**src/rtl/fir_pkg.sv**
```systemverilog
// Shared constants and types for the FIR sequencer and its datapath.
package fir_pkg;

    localparam int unsigned FIR_LENGTH     = 64;
    localparam int unsigned FIR_IN_WIDTH   = 16;
    localparam int unsigned FIR_OUT_WIDTH  = 38;

    typedef enum logic [1:0] {
        IDLE    = 2'd0,
        MAC     = 2'd1,
        CAPTURE = 2'd2
    } fir_state_e;

    // Tap counter width; never narrower than one bit.
    function automatic int unsigned fir_cnt_width(input int unsigned n);
        return (n <= 2) ? 1 : $clog2(n);
    endfunction

endpackage

```
**src/rtl/fir_sequencer_if.sv**
```systemverilog
// Sample, datapath-control and result signals of the FIR sequencer.
interface fir_sequencer_if #(
    parameter int unsigned IN_W  = 16,
    parameter int unsigned OUT_W = 38
);
    logic              sample_valid;
    logic              sample_ready;
    logic              Load_FIR_input;
    logic              shift_enable;
    logic [IN_W-1:0]   Filter_coefficeint_select;
    logic              reset_FIR_output;
    logic [OUT_W-1:0]  FIR_output;
    logic [OUT_W-1:0]  result_data;
    logic              result_valid;
    logic              result_ready;

    modport master (
        input  sample_valid, FIR_output, result_ready,
        output sample_ready, Load_FIR_input, shift_enable,
               Filter_coefficeint_select, reset_FIR_output,
               result_data, result_valid
    );

    modport slave (
        output sample_valid, FIR_output, result_ready,
        input  sample_ready, Load_FIR_input, shift_enable,
               Filter_coefficeint_select, reset_FIR_output,
               result_data, result_valid
    );
endinterface

```
**src/rtl/fir_result_buffer.sv**
```systemverilog
// Single-entry result hold register with valid/ready; a new capture wins over a drain.
module fir_result_buffer #(
    parameter int unsigned WIDTH = 38
) (
    input  logic             clk,
    input  logic             reset,
    input  logic             i_set,
    input  logic [WIDTH-1:0] i_data,
    input  logic             i_ready,
    output logic             o_valid,
    output logic [WIDTH-1:0] o_data
);
    logic             r_valid;
    logic [WIDTH-1:0] r_data;

    always_ff @(posedge clk) begin
        if (reset) begin
            r_valid <= 1'b0;
            r_data  <= '0;
        end else if (i_set) begin
            r_valid <= 1'b1;
            r_data  <= i_data;
        end else if (r_valid && i_ready) begin
            r_valid <= 1'b0;
        end
    end

    assign o_valid = r_valid;
    assign o_data  = r_data;
endmodule

```
**src/rtl/fir_sequencer.sv**
```systemverilog
// Sequences FIR_DataPath through one load/shift and LENGTH MAC cycles per sample
// and holds the finished sum for a downstream valid/ready consumer.
module fir_sequencer
    import fir_pkg::*;
#(
    parameter int unsigned LENGTH               = FIR_LENGTH,
    parameter int unsigned WIDTH_OF_INPUT_DATA  = FIR_IN_WIDTH,
    parameter int unsigned WIDTH_OF_OUTPUT_DATA = FIR_OUT_WIDTH
) (
    input  logic           clk,
    input  logic           reset,
    fir_sequencer_if.master bus
);
    localparam int unsigned     K_W    = fir_cnt_width(LENGTH);
    localparam logic [K_W-1:0]  K_LAST = K_W'(LENGTH - 1);

    fir_state_e                        r_state;
    fir_state_e                        w_state_nxt;
    logic [K_W-1:0]                    r_k;
    logic [K_W-1:0]                    w_k_nxt;
    logic                              w_sample_ready;
    logic                              w_accept;
    logic                              w_capture;
    logic                              w_clr_acc;
    logic [WIDTH_OF_INPUT_DATA-1:0]    w_sel;
    logic                              w_result_valid;
    logic [WIDTH_OF_OUTPUT_DATA-1:0]   w_result_data;

    always_ff @(posedge clk) begin
        if (reset) begin
            r_state <= IDLE;
            r_k     <= '0;
        end else begin
            r_state <= w_state_nxt;
            r_k     <= w_k_nxt;
        end
    end

    // Next state and datapath controls; reset forces the idle/clear pattern.
    always_comb begin
        w_state_nxt    = r_state;
        w_k_nxt        = r_k;
        w_sample_ready = 1'b0;
        w_accept       = 1'b0;
        w_capture      = 1'b0;
        w_clr_acc      = 1'b1;
        w_sel          = '0;

        case (r_state)
            IDLE: begin
                w_sample_ready = !w_result_valid || bus.result_ready;
                if (bus.sample_valid && w_sample_ready) begin
                    w_accept    = 1'b1;
                    w_state_nxt = MAC;
                    w_k_nxt     = '0;
                end
            end
            MAC: begin
                w_clr_acc = 1'b0;
                w_sel     = WIDTH_OF_INPUT_DATA'(r_k);
                w_k_nxt   = K_W'(r_k + 1'b1);
                if (r_k == K_LAST) begin
                    w_state_nxt = CAPTURE;
                    w_k_nxt     = '0;
                end
            end
            CAPTURE: begin
                w_capture   = 1'b1;
                w_state_nxt = IDLE;
            end
            default: begin
                w_state_nxt = IDLE;
                w_k_nxt     = '0;
            end
        endcase

        if (reset) begin
            w_sample_ready = 1'b0;
            w_accept       = 1'b0;
            w_capture      = 1'b0;
            w_clr_acc      = 1'b1;
            w_sel          = '0;
        end
    end

    fir_result_buffer #(
        .WIDTH (WIDTH_OF_OUTPUT_DATA)
    ) u_result_buffer (
        .clk     (clk),
        .reset   (reset),
        .i_set   (w_capture),
        .i_data  (bus.FIR_output),
        .i_ready (bus.result_ready),
        .o_valid (w_result_valid),
        .o_data  (w_result_data)
    );

    assign bus.sample_ready              = w_sample_ready;
    assign bus.Load_FIR_input            = w_accept;
    assign bus.shift_enable              = w_accept;
    assign bus.Filter_coefficeint_select = w_sel;
    assign bus.reset_FIR_output          = w_clr_acc;
    assign bus.result_valid              = w_result_valid;
    assign bus.result_data               = w_result_data;
endmodule

```
**src/flat_wrapper.sv**
```systemverilog
// flat-port wrapper written by rule: the top's interface ports become plain ports
module fir_sequencer_flat import fir_pkg::*;
#(
    parameter int unsigned LENGTH               = FIR_LENGTH,
    parameter int unsigned WIDTH_OF_INPUT_DATA  = FIR_IN_WIDTH,
    parameter int unsigned WIDTH_OF_OUTPUT_DATA = FIR_OUT_WIDTH
)
  (clk, reset, bus_sample_valid, bus_FIR_output, bus_result_ready, bus_sample_ready, bus_Load_FIR_input, bus_shift_enable, bus_Filter_coefficeint_select, bus_reset_FIR_output, bus_result_data, bus_result_valid);
  fir_sequencer_if #(.IN_W((16)), .OUT_W((38))) bus_i ();
  input  logic clk;
  input  logic reset;
  input wire logic [$bits(bus_i.sample_valid)-1:0] bus_sample_valid;
  input wire logic [$bits(bus_i.FIR_output)-1:0] bus_FIR_output;
  input wire logic [$bits(bus_i.result_ready)-1:0] bus_result_ready;
  output wire logic [$bits(bus_i.sample_ready)-1:0] bus_sample_ready;
  output wire logic [$bits(bus_i.Load_FIR_input)-1:0] bus_Load_FIR_input;
  output wire logic [$bits(bus_i.shift_enable)-1:0] bus_shift_enable;
  output wire logic [$bits(bus_i.Filter_coefficeint_select)-1:0] bus_Filter_coefficeint_select;
  output wire logic [$bits(bus_i.reset_FIR_output)-1:0] bus_reset_FIR_output;
  output wire logic [$bits(bus_i.result_data)-1:0] bus_result_data;
  output wire logic [$bits(bus_i.result_valid)-1:0] bus_result_valid;
  assign bus_i.sample_valid = bus_sample_valid;
  assign bus_i.FIR_output = bus_FIR_output;
  assign bus_i.result_ready = bus_result_ready;
  assign bus_sample_ready = bus_i.sample_ready;
  assign bus_Load_FIR_input = bus_i.Load_FIR_input;
  assign bus_shift_enable = bus_i.shift_enable;
  assign bus_Filter_coefficeint_select = bus_i.Filter_coefficeint_select;
  assign bus_reset_FIR_output = bus_i.reset_FIR_output;
  assign bus_result_data = bus_i.result_data;
  assign bus_result_valid = bus_i.result_valid;
  fir_sequencer #(.LENGTH(LENGTH), .WIDTH_OF_INPUT_DATA(WIDTH_OF_INPUT_DATA), .WIDTH_OF_OUTPUT_DATA(WIDTH_OF_OUTPUT_DATA)) u_core (.clk(clk), .reset(reset), .bus(bus_i));
endmodule
```
**config.mk**
```make
export PLATFORM = sky130hd
export DESIGN_NAME = fir_sequencer_flat
export DESIGN_NICKNAME = d
export VERILOG_FILES = /design/src/rtl/fir_pkg.sv /design/src/rtl/fir_sequencer_if.sv /design/src/rtl/fir_result_buffer.sv /design/src/rtl/fir_sequencer.sv /design/src/flat_wrapper.sv
export SDC_FILE = /design/constraint.sdc
export NUM_CORES = 1
export LEC_CHECK = 0
export ABC_AREA = 1
export BUFFER_PORTS_ARGS = -buffer_cell sky130_fd_sc_hd__buf_4
export CAP_MARGIN = 20
export CELL_PAD_IN_SITES_DETAIL_PLACEMENT = 0
export CELL_PAD_IN_SITES_GLOBAL_PLACEMENT = 1
export CORE_AREA = 5 5 91 93
export CTS_CLUSTER_SIZE = 25
export DETAILED_ROUTE_END_ITERATION = 12
export DIE_AREA = 0 0 96 98
export PLACE_DENSITY = 0.76
export SLEW_MARGIN = 20
export SYNTH_ARGS = -nofsm -noshare
export SYNTH_HDL_FRONTEND = slang
export SYNTH_HIERARCHICAL = 1
export SYNTH_SLANG_ARGS = --single-unit
```
**constraint.sdc**
```tcl
create_clock -name clk -period 1.4 [get_ports clk]
set_input_delay 0.07 -clock clk [delete_from_list [all_inputs] [get_ports clk]]
set_output_delay 0.07 -clock clk [all_outputs]
set_load 0.005 [all_outputs]
```
==> reports/results.ini, run 1 <==
[clock_tree]
clockBufferDepth=2
cts_tree=done
clkTransAtPathRegs_ns=0.09
clock_latency_ns=0.30
htreeDepth=2
numCtsBuffers=5
root_buffer=clkbuf_8
cts_sinks=47

[sta]
setup_slack_ns=0.0934
fin_worst_skew_ns=0.00610
period_share_pct=93.3
finalSetupViolCount=0
hold_viol=0
min_period_ns=1.31
finalSetupTns_ns=0
final_max_slew_viol_count=0
fmax_mhz=765

[min_path]
hold_start=bus_FIR_output[11]
hold_end=u_core/u_result_buffer/o_data[11]$_SDFFE_PP0P_
hold_class=in -> reg
hold_depth=3

[critical_path]
critPathCaptureType=output port
cp_max_fo=9
path_class=reg -> out
cp_data_arrival_time_ns=1.24
rr_worst_depth=8
r2r_slack_ns=0.16
r2r_end=u_core/r_k[3]$_SDFFE_PP0P_
worstSetupStartpointType=register
timing.rr.start=u_core/r_k[0]$_SDFFE_PP0P_
critPathRequiredTime_ns=1.33

[status]
status=finished, final reports clean

[grt]
track_usage_pct=12.2
grt_pass1_wl_um=9300
grt_max_degree=40
grt_overflow=0
busiest_layer=met2
grt_pass1_vias=2081
gr-usage-met2_pct=21.5
met3_usage_pct=3.93
grt_antenna_before_repair=0
grt_util_met1_pct=14.1

[synthesis]
synth-main-ff-cell=dfxtp_1
async_reset_ff_share_pct=0
yosysSeqAreaShare_pct=48.9
synth.avg_cell_area_um2=7.49
yosys_warnings=6
post_synth_inst_count=257
syn_area_mm2=0.00192
synth-edff-count=0
synth_cell_types=23
ys_ff_latch=47

[power_and_ir_drop]
internal_power_uw=1880
pwr-share-clk_pct=33.1
power_density_mw_per_mm2=780
combPwrFrac_pct=12.3
p_sw_uw=590
power.total_uw=2470
vdd_ir_drop_max_mv=0.509
switching_share_pct=23.9
seq_power_share_pct=54.6
p_leak_uw=0.00153

[finish]
regArea_um2=946
drive_gt1_share_pct=33.7
area_growth_pct=64.6
layout_common_cells=98 x buf_4, 86 x nor2_1, 45 x dfxtp_1, 39 x o21ai_0, 36 x dlygate4sd3_1
final_common_cell=buf_4
nets=428
fillers=759
antenna_cells=0
multi_input_area_um2=823

[die]
start_util_pct=25.8
die_w_um=96
ios=101
rows=32
coreArea_mm2=0.00745
die_y_um=98
dieArea_mm2=0.00941

[detailed_routing]
wire_per_inst_um=11.2
vias=1979
wl_um=5490
drcViolationCount=0
final_antenna_net_count=0
drt_pass1_iterations=4
first_iter_violations=65
vias_per_cell=4.06

[place]
io_buffer_count=90
hpwl_um=3750
gp_congestion=0.769
pre_cts_ws_ns=0.0657

[run]
drv_cap=0

-- state kept, by name (all words and copies together), names as in the netlist --
| signal | count |
|---|---|
| u_core/r_k | 6 |
| u_core/u_result_buffer/o_valid | 1 |
| u_core/u_result_buffer/o_data | 38 |
| u_core/r_state | 2 |
-- metal layers --
metal	vias up	share of wire (%)
li1	1034	-
met1	882	42
met2	58	49
met3	5	7.7
met4	0	0.86
met5	-	0
-- cell usage after synthesis (2+ instances only) --
master	n	area, µm²
buf_6	3	33.8
inv_2	2	7.51
o21ai_1	3	15.0
nand2_2	4	25.0
o21ai_0	39	195
clkbuf_1	3	11.3
nor2_1	91	342
nand2_1	16	60.1
inv_1	12	45.0
clkbuf_2	2	10.0
buf_4	11	82.6
a21oi_1	2	10.0
nand3_1	5	25.0
nor2_2	6	37.5
dfxtp_1	47	941
buf_2	4	20.0
-- metrics by stage --
| stage | std cells | cell area [µm²] | hold slack (ns) | utilization, % |
|---|---|---|---|---|
| 6_report | 488 | 3170 | 0.00943 | 42.5 |
| 5_1_grt | 488 | 3170 | 0.0102 | 42.5 |
| 4_1_cts | 486 | 3120 | 0.000145 | 41.9 |
| 3_5_place_dp | 441 | 2660 | 0.299 | 35.8 |
| 3_3_place_gp | 441 | 2660 | 0.290 | 35.8 |
| 2_1_floorplan | 266 | 1960 | 0.132 | - |
-- worst max-delay path by stage --
| stage | from | endpoint | slack, ns | cells after the start |
|---|---|---|---|---|
| 2_1_floorplan | u_core/r_state[0]$_SDFFE_PP0P_ | u_core/u_result_buffer/o_data[28]$_SDFFE_PP0P_ | 0.11 | 9 |
| 3_3_place_gp | u_core/r_state[0]$_SDFFE_PP0P_ | u_core/u_result_buffer/o_data[10]$_SDFFE_PP0P_ | 0.12 | 6 |
| 3_5_place_dp | u_core/r_state[1]$_SDFFE_PP0P_ | u_core/u_result_buffer/o_data[3]$_SDFFE_PP0P_ | 0.07 | 5 |
| 4_1_cts | u_core/r_state[0]$_SDFFE_PP0P_ | bus_Filter_coefficeint_select[5] | 0.02 | 5 |
| 5_1_grt | u_core/r_state[0]$_SDFFE_PP0P_ | bus_Filter_coefficeint_select[4] | -0.002 | 5 |
| 6_report | u_core/r_state[0]$_SDFFE_PP0P_ | bus_Filter_coefficeint_select[3] | 0.09 | 5 |
-- critical path, cell delays in order, from the launching register on --
cell and delay, ns:
dfxtp_4 0.37, inv_4 0.05, nor3_4 0.21, inv_4 0.10, nor2_1 0.10, buf_4 0.11
-- timing repair --
action	CTS	global route
endpoints found under the hold margin	36	0
setup buffers	1	2
hold buffers	36	0
cloned	0	0
setup endpoints to repair	5	48
pin swaps	1	1
gates resized for setup	0	12
-- cells by family (layout without fill, tap and decap cells) --
logic type               count (synthesis)  count (layout)  synth area share, %
flip-flops                              47              47                 48.9
other                                    1              10                0.195
buffers and inverters                   38             158                 11.2
AND/OR/NAND/NOR                        125             125                 27.1
AO/OA/AOI/OAI                           45              45                 11.9
adder cells (fa/ha/maj)                  1               1                0.650
-- power groups by stage --
stage	sequential [µW]	clock, µW	combinational (µW)
after floorplan	1380	0	96.5
after global placement	1380	0	210
after detailed placement	1380	0	208
after CTS	1350	868	293
after global routing	1350	912	337
final	1350	817	304
-- layout make-up --
cell class | count | area share [%]
Sequential cell | 47 | 29.9
Multi-Input combinational cell | 181 | 26.0
Timing Repair Buffer | 135 | 35.2
Clock inverter | 3 | 0.632
Clock buffer | 5 | 2.17
Tap cell | 102 | 4.03
Inverter | 15 | 2.09
(Power assumes the default switching activity.)
==> run 2, diff against run 1 <==
--- a/config.mk
+++ b/config.mk
@@ -14,6 +14,7 @@
 export CTS_CLUSTER_SIZE = 25
 export DETAILED_ROUTE_END_ITERATION = 12
 export DIE_AREA = 0 0 96 98
+export GPL_TIMING_DRIVEN = 0
 export PLACE_DENSITY = 0.76
 export SLEW_MARGIN = 20
 export SYNTH_ARGS = -nofsm -noshare
==> run 2 against run 1 <==
Total power up 6.9%. Setup slack worse by 0.041 ns. Critical path depth unchanged. Utilization up 1.6 points. Clock power up 18%. Count of clock-buffer cells in the layout unchanged. Largest cell class unchanged. Hold slack worse by 0.00057 ns. Wire length up 3.9%. Final cell count up 3.5%. Die area unchanged. Maximum frequency down 3.0%.
==> reports/results.ini, run 2 (synthesis results as in run 1) <==
[status]
status=finished, final reports clean

[die]
rows=32
die_w_um=96
ios=101
coreArea_mm2=0.00745
die_y_um=98
dieArea_mm2=0.00941
start_util_pct=25.8

[finish]
layout_common_cells=109 x buf_4, 85 x nor2_1, 43 x dfxtp_1, 39 x o21ai_0, 32 x dlygate4sd3_1
drive_gt1_share_pct=38.2
final_common_cell=buf_4
nets=446
antenna_cells=0
final_cell_area_mm2=0.00329
area_growth_pct=71.0
largest_register_ffs=38

[critical_path]
r2r_end=u_core/u_result_buffer/o_data[34]$_SDFFE_PP0P_
cp_max_fo=9
timing.rr.start=u_core/r_state[0]$_SDFFE_PP0P_
worstSetupStartpointType=register
r2r_slack_ns=0.08
critPathCaptureType=output port
critPathRequiredTime_ns=1.33
path_class=reg -> out
cp_data_arrival_time_ns=1.28
rr_worst_depth=9

[grt]
grt_max_degree=15
gr-usage-met2_pct=20.7
grt_overflow=0
grt_pass1_vias=2020
met3_usage_pct=4.85
grt_pass1_wl_um=9340
track_usage_pct=12.4
grt_antenna_before_repair=0
grt_util_met1_pct=14.7
busiest_layer=met2

[min_path]
hold_class=in -> reg
hold_end=u_core/u_result_buffer/o_data[13]$_SDFFE_PP0P_
hold_start=bus_FIR_output[13]
hold_depth=3

[detailed_routing]
drt_pass1_iterations=4
vias_per_cell=4.08
vias=2060
wl_um=5700
first_iter_violations=33
wire_per_inst_um=11.3
drcViolationCount=0
final_antenna_net_count=0

[place]
hpwl_um=3990
io_buffer_count=90
placed_area_mm2=0.00276
gp_congestion=0.745

[clock_tree]
root_buffer=clkbuf_8
cts_sinks=47
clock_latency_ns=0.29
clockBufferDepth=2
clkTransAtPathRegs_ns=0.08
cts_tree=done
numCtsBuffers=5
htreeDepth=2

[power_and_ir_drop]
vdd_ir_drop_max_mv=0.463
p_leak_uw=0.00162
power_density_mw_per_mm2=802

[sta]
rsz0062_at_grt=yes
finalSetupViolCount=0
whs_ns=0.00886
final_max_slew_viol_count=0
hold_viol=0
fin_worst_skew_ns=0.00357
period_share_pct=96.3
min_period_ns=1.35
fmax_mhz=742

[run]
drv_cap=0

-- run 2: changes by cell type in the layout (fill, tap and decap cells not counted), sizes merged --
cell | before | now
clkbuf | 5 | 10
buf | 99 | 116
bufinv | 0 | 1
dlygate4sd3 | 36 | 32
clkinvlp | 2 | 1
clkinv | 1 | 0
-- run 2: worst max path at each step --
stage | start | to | slack, ns
2_1_floorplan | u_core/r_state[0]$_SDFFE_PP0P_ | u_core/u_result_buffer/o_data[28]$_SDFFE_PP0P_ | 0.11
3_3_place_gp | u_core/r_state[1]$_SDFFE_PP0P_ | u_core/u_result_buffer/o_data[33]$_SDFFE_PP0P_ | -0.13
3_5_place_dp | u_core/r_state[1]$_SDFFE_PP0P_ | u_core/u_result_buffer/o_data[28]$_SDFFE_PP0P_ | -0.14
4_1_cts | u_core/r_state[1]$_SDFFE_PP0P_ | u_core/u_result_buffer/o_data[28]$_SDFFE_PP0P_ | 0.04
5_1_grt | u_core/r_state[0]$_SDFFE_PP0P_ | bus_Filter_coefficeint_select[0] | -0.05
6_report | u_core/r_state[0]$_SDFFE_PP0P_ | bus_Filter_coefficeint_select[0] | 0.05
-- run 2: report_power, final --
part	internal [µW]	switching, µW	total (µW)	leakage (µW)
Clock	522	444	966	0.0000502
Sequential	1340	7.76	1350	0.000381
Combinational	204	119	323	0.00119
Total	2070	571	2640	0.00162
-- run 2: per-layer routing --
metal	share of wire, %	vias up
met3	7.7	7
li1	-	1072
met5	0	-
met2	48	72
met1	43	909
met4	0.93	0
-- run 2: final cells by class --
class / count / area (µm²)
Fill cell: 771 / 4160
Inverter: 15 / 63.8
Timing Repair Buffer: 130 / 1060
Multi-Input combinational cell: 181 / 828
Tap cell: 102 / 128
Sequential cell: 47 / 948
Clock inverter: 2 / 37.5
Clock buffer: 5 / 68.8
Buffer: 23 / 160
-- run 2: per-stage QoR --
step	TNS, ns	util [%]	total power, µW	instances	setup WS (ns)
2_1_floorplan	0	-	1480	266	0.107
3_3_place_gp	-2.30	37.1	1600	458	-0.135
3_5_place_dp	-2.86	37.1	1600	458	-0.137
4_1_cts	0	43.0	2670	498	0.0378
5_1_grt	-0.336	44.2	2780	505	-0.0501
6_report	0	44.2	2640	505	0.0525
-- run 2: worst max-delay path: stages (launching register included) --
cell and delay [ns]:
dfxtp_2 0.36, inv_4 0.05, nor3_4 0.27, inv_4 0.10, nor2_1 0.10, buf_4 0.11
-- run 2: timing repair --
| action | in CTS | in global routing |
|---|---|---|
| pin swaps | 0 | 2 |
| hold buffers | 32 | 0 |
| setup buffers | 1 | 7 |
| resized for setup | 3 | 17 |
| hold endpoints to repair | 32 | 0 |
| setup endpoints to repair | 31 | 39 |
==> run 3, diff against run 2 <==
--- a/config.mk
+++ b/config.mk
@@ -8,10 +8,10 @@
 export ABC_AREA = 1
 export BUFFER_PORTS_ARGS = -buffer_cell sky130_fd_sc_hd__buf_4
 export CAP_MARGIN = 20
-export CELL_PAD_IN_SITES_DETAIL_PLACEMENT = 0
+export CELL_PAD_IN_SITES_DETAIL_PLACEMENT = 1
 export CELL_PAD_IN_SITES_GLOBAL_PLACEMENT = 1
 export CORE_AREA = 5 5 91 93
-export CTS_CLUSTER_SIZE = 25
+export CTS_CLUSTER_SIZE = 28
 export DETAILED_ROUTE_END_ITERATION = 12
 export DIE_AREA = 0 0 96 98
 export GPL_TIMING_DRIVEN = 0
@@ -19,5 +19,4 @@
 export SLEW_MARGIN = 20
 export SYNTH_ARGS = -nofsm -noshare
 export SYNTH_HDL_FRONTEND = slang
-export SYNTH_HIERARCHICAL = 1
 export SYNTH_SLANG_ARGS = --single-unit
==> run 3 against run 2 <==
Combinational power hardly changed. Global-route usage is 2.1 points higher. Sequential power hardly changed. Cell area is 1.3% lower. Register-to-register slack better by 0.02 ns. Hold slack worse by 0.0060 ns. Largest power group unchanged. Highest routed layer unchanged.
==> reports/results.ini, run 3 <==
[status]
status=finished, final reports clean

[synthesis]
synth.avg_cell_area_um2=7.50
yosysSeqAreaShare_pct=48.5
post_synth_inst_count=259
synthTopCellsByCount=85 x nor2_1, 47 x dfxtp_1, 24 x nand2_1
ys_ff_latch=47
synth_compound_area_share_pct=12.0
synthMuxAreaShare_pct=0
synthSimpleGateAreaFrac_pct=26.9
synth_cell_types=21
syn_area_mm2=0.00194
yosys_warnings=0
async_reset_ff_share_pct=0
synth-edff-count=0
synth_top_area_share_pct=48.5
synth_top_family_by_area=simple AND/OR/NAND/NOR gates
synth_fa_ha_area_share_pct=0.644
yosys.area.top_type=dfxtp_1
synth-main-ff-cell=dfxtp_1
synthXorXnorAreaFrac_pct=0
synth_most_common_cell=nor2_1
yosys-top-cells-area=dfxtp_1 48%, nor2_1 16%, o21ai_0 5.9%

[detailed_routing]
drt_pass1_iterations=4
route.met3.wl_um=467
vias_per_cell=4.31
wire_per_inst_um=13.7
first_iter_violations=54
wl_um=6830
final_antenna_net_count=0
drcViolationCount=0
top_layer_used=met4
drt-met1-wl_um=2630
vias=2155
dr_wl_met2_um=3670

[min_path]
hold_class=in -> reg
hold_depth=3
hold_start=bus_FIR_output[34]
hold_end=u_core.u_result_buffer.o_data[34]$_SDFFE_PP0P_

[critical_path]
rr_worst_depth=8
cp_data_arrival_time_ns=1.25
critPathCaptureType=output port
cp_max_fo=3
r2r_slack_ns=0.10
crit_chain=nor2_2 -> nand3_2 -> nor2_2 -> buf_4 -> buf_4
critical_path.slowest_cell=dfxtp_2
crit_path_max_incr_delay_ns=0.35
crit_buf_inv=2
path_class=reg -> out
worstSetupStartpointType=register
path_delay_family=simple AND/OR/NAND/NOR gates
r2r_end=u_core.r_k[5]$_SDFFE_PP0P_
timing.rr.start=u_core.r_k[0]$_SDFFE_PP0P_
critPathRequiredTime_ns=1.33

[finish]
drive_gt1_share_pct=37.4
fin_cells=500
layout_common_cells=101 x buf_4, 79 x nor2_1, 45 x dfxtp_1, 32 x dlygate4sd3_1, 23 x o21ai_0
area_growth_pct=67.2
final_common_cell=buf_4
nets=440
antenna_cells=0
largest_register_ffs=38

[clock_tree]
numCtsBuffers=5
htreeDepth=2
clockBufferDepth=2
cts_sinks=47
cts_tree=done
clkTransAtPathRegs_ns=0.09
clock_latency_ns=0.30
root_buffer=clkbuf_8

[power_and_ir_drop]
power_density_mw_per_mm2=832
p_leak_uw=0.00159
vdd_ir_drop_max_mv=0.324

[place]
gp_congestion=0.791
hpwl_um=4760
placed_cells=459
io_buffer_count=89

[die]
dieArea_mm2=0.00941
rows=32
die_y_um=98
ios=101
die_w_um=96
coreArea_mm2=0.00745
start_util_pct=26.1

[grt]
grt_pass1_vias=2189
grt_overflow=0
grt_pass1_wl_um=10700
grt_antenna_before_repair=0
track_usage_pct=14.5
grt_max_degree=16

[sta]
rsz0062_at_grt=yes
finalSetupTns_ns=0
finalSetupViolCount=0
fmax_mhz=757
fin_worst_skew_ns=0.00521
final_max_slew_viol_count=0
min_period_ns=1.32
hold_viol=0
period_share_pct=94.4

[run]
drv_cap=0

## run 3: cell types whose count changed after synthesis, moves of 2 or more
cell	delta
o21ai_0	-16
o21ai_1	+15
nand2_1	+8
nor2_1	-6
buf_2	+3
clkbuf_1	-3
nand2_2	-3
nor2_2	+3
a21oi_1	+2
inv_1	-2
nand3_1	+2
## run 3: repair_timing
| item | in CTS | in global routing |
|---|---|---|
| setup endpoints to repair | 6 | 9 |
| hold endpoints to repair | 32 | 0 |
| resized for setup | 3 | 12 |
| setup buffers | 0 | 1 |
| hold buffers | 32 | 0 |
| pin swaps | 0 | 2 |
## run 3: per-stage QoR
step / cell area [µm²] / total power [µW] / utilization [%] / hold slack (ns) / setup WS, ns
3_5_place_dp: 2770 / 1620 / 37.2 / 0.300 / 0.102
3_3_place_gp: 2770 / 1610 / 37.2 / 0.292 / 0.124
2_1_floorplan: 1980 / 1490 / - / 0.198 / 0.304
5_1_grt: 3250 / 2820 / 43.6 / 0.00717 / -0.0323
6_report: 3250 / 2700 / 43.6 / 0.00290 / 0.0782
4_1_cts: 3210 / 2710 / 43.1 / 0.00130 / 0.00265
## run 3: cells by family after synthesis
group / Yosys count
simple gates: 128
buf+inv: 36
compound gates: 46
other cells: 1
flops: 47
fa+ha+maj: 1
## run 3: how the worst max path moves through the flow
stage | startpoint | to | slack (ns) | depth (start not counted)
global route | u_core.r_k[0]$_SDFFE_PP0P_ | u_core.r_k[5]$_SDFFE_PP0P_ | -0.03 | 8
global placement | u_core.r_k[1]$_SDFFE_PP0P_ | u_core.r_k[5]$_SDFFE_PP0P_ | 0.12 | 8
floorplan | u_core.r_k[0]$_SDFFE_PP0P_ | u_core.r_k[5]$_SDFFE_PP0P_ | 0.30 | 8
detailed placement | u_core.r_k[1]$_SDFFE_PP0P_ | u_core.r_k[5]$_SDFFE_PP0P_ | 0.10 | 8
CTS | u_core.r_state[1]$_SDFFE_PP0P_ | bus_Filter_coefficeint_select[3] | 0.003 | 6
finish | u_core.r_state[1]$_SDFFE_PP0P_ | bus_shift_enable | 0.08 | 5
## run 3: final cells by class
class,instances,area [µm²]
Clock inverter,3,43.8
Sequential cell,47,943
Multi-Input combinational cell,185,837
Tap cell,102,128
Buffer,24,183
Timing Repair Buffer,122,996
Clock buffer,5,68.8
Inverter,12,47.5
Fill cell,936,4200
## run 3: routing by layer
layer	up-vias	GRT usage, %
met5	-	0
met2	63	26.0
li1	1070	-
met1	1016	16.2
met3	6	4.70
met4	0	3.94
## run 3: worst register-to-register path: cells and delay by family (launching register included)
kind,cells,cell delay (ns)
simple gates,7,0.65
fa+ha+maj,1,0.19
flops,1,0.37
## run 3: report_power, final
part	internal [µW]	switching (µW)	total [µW]
clock	533	491	1020
sequential	1340	9.00	1350
combinational	193	131	324
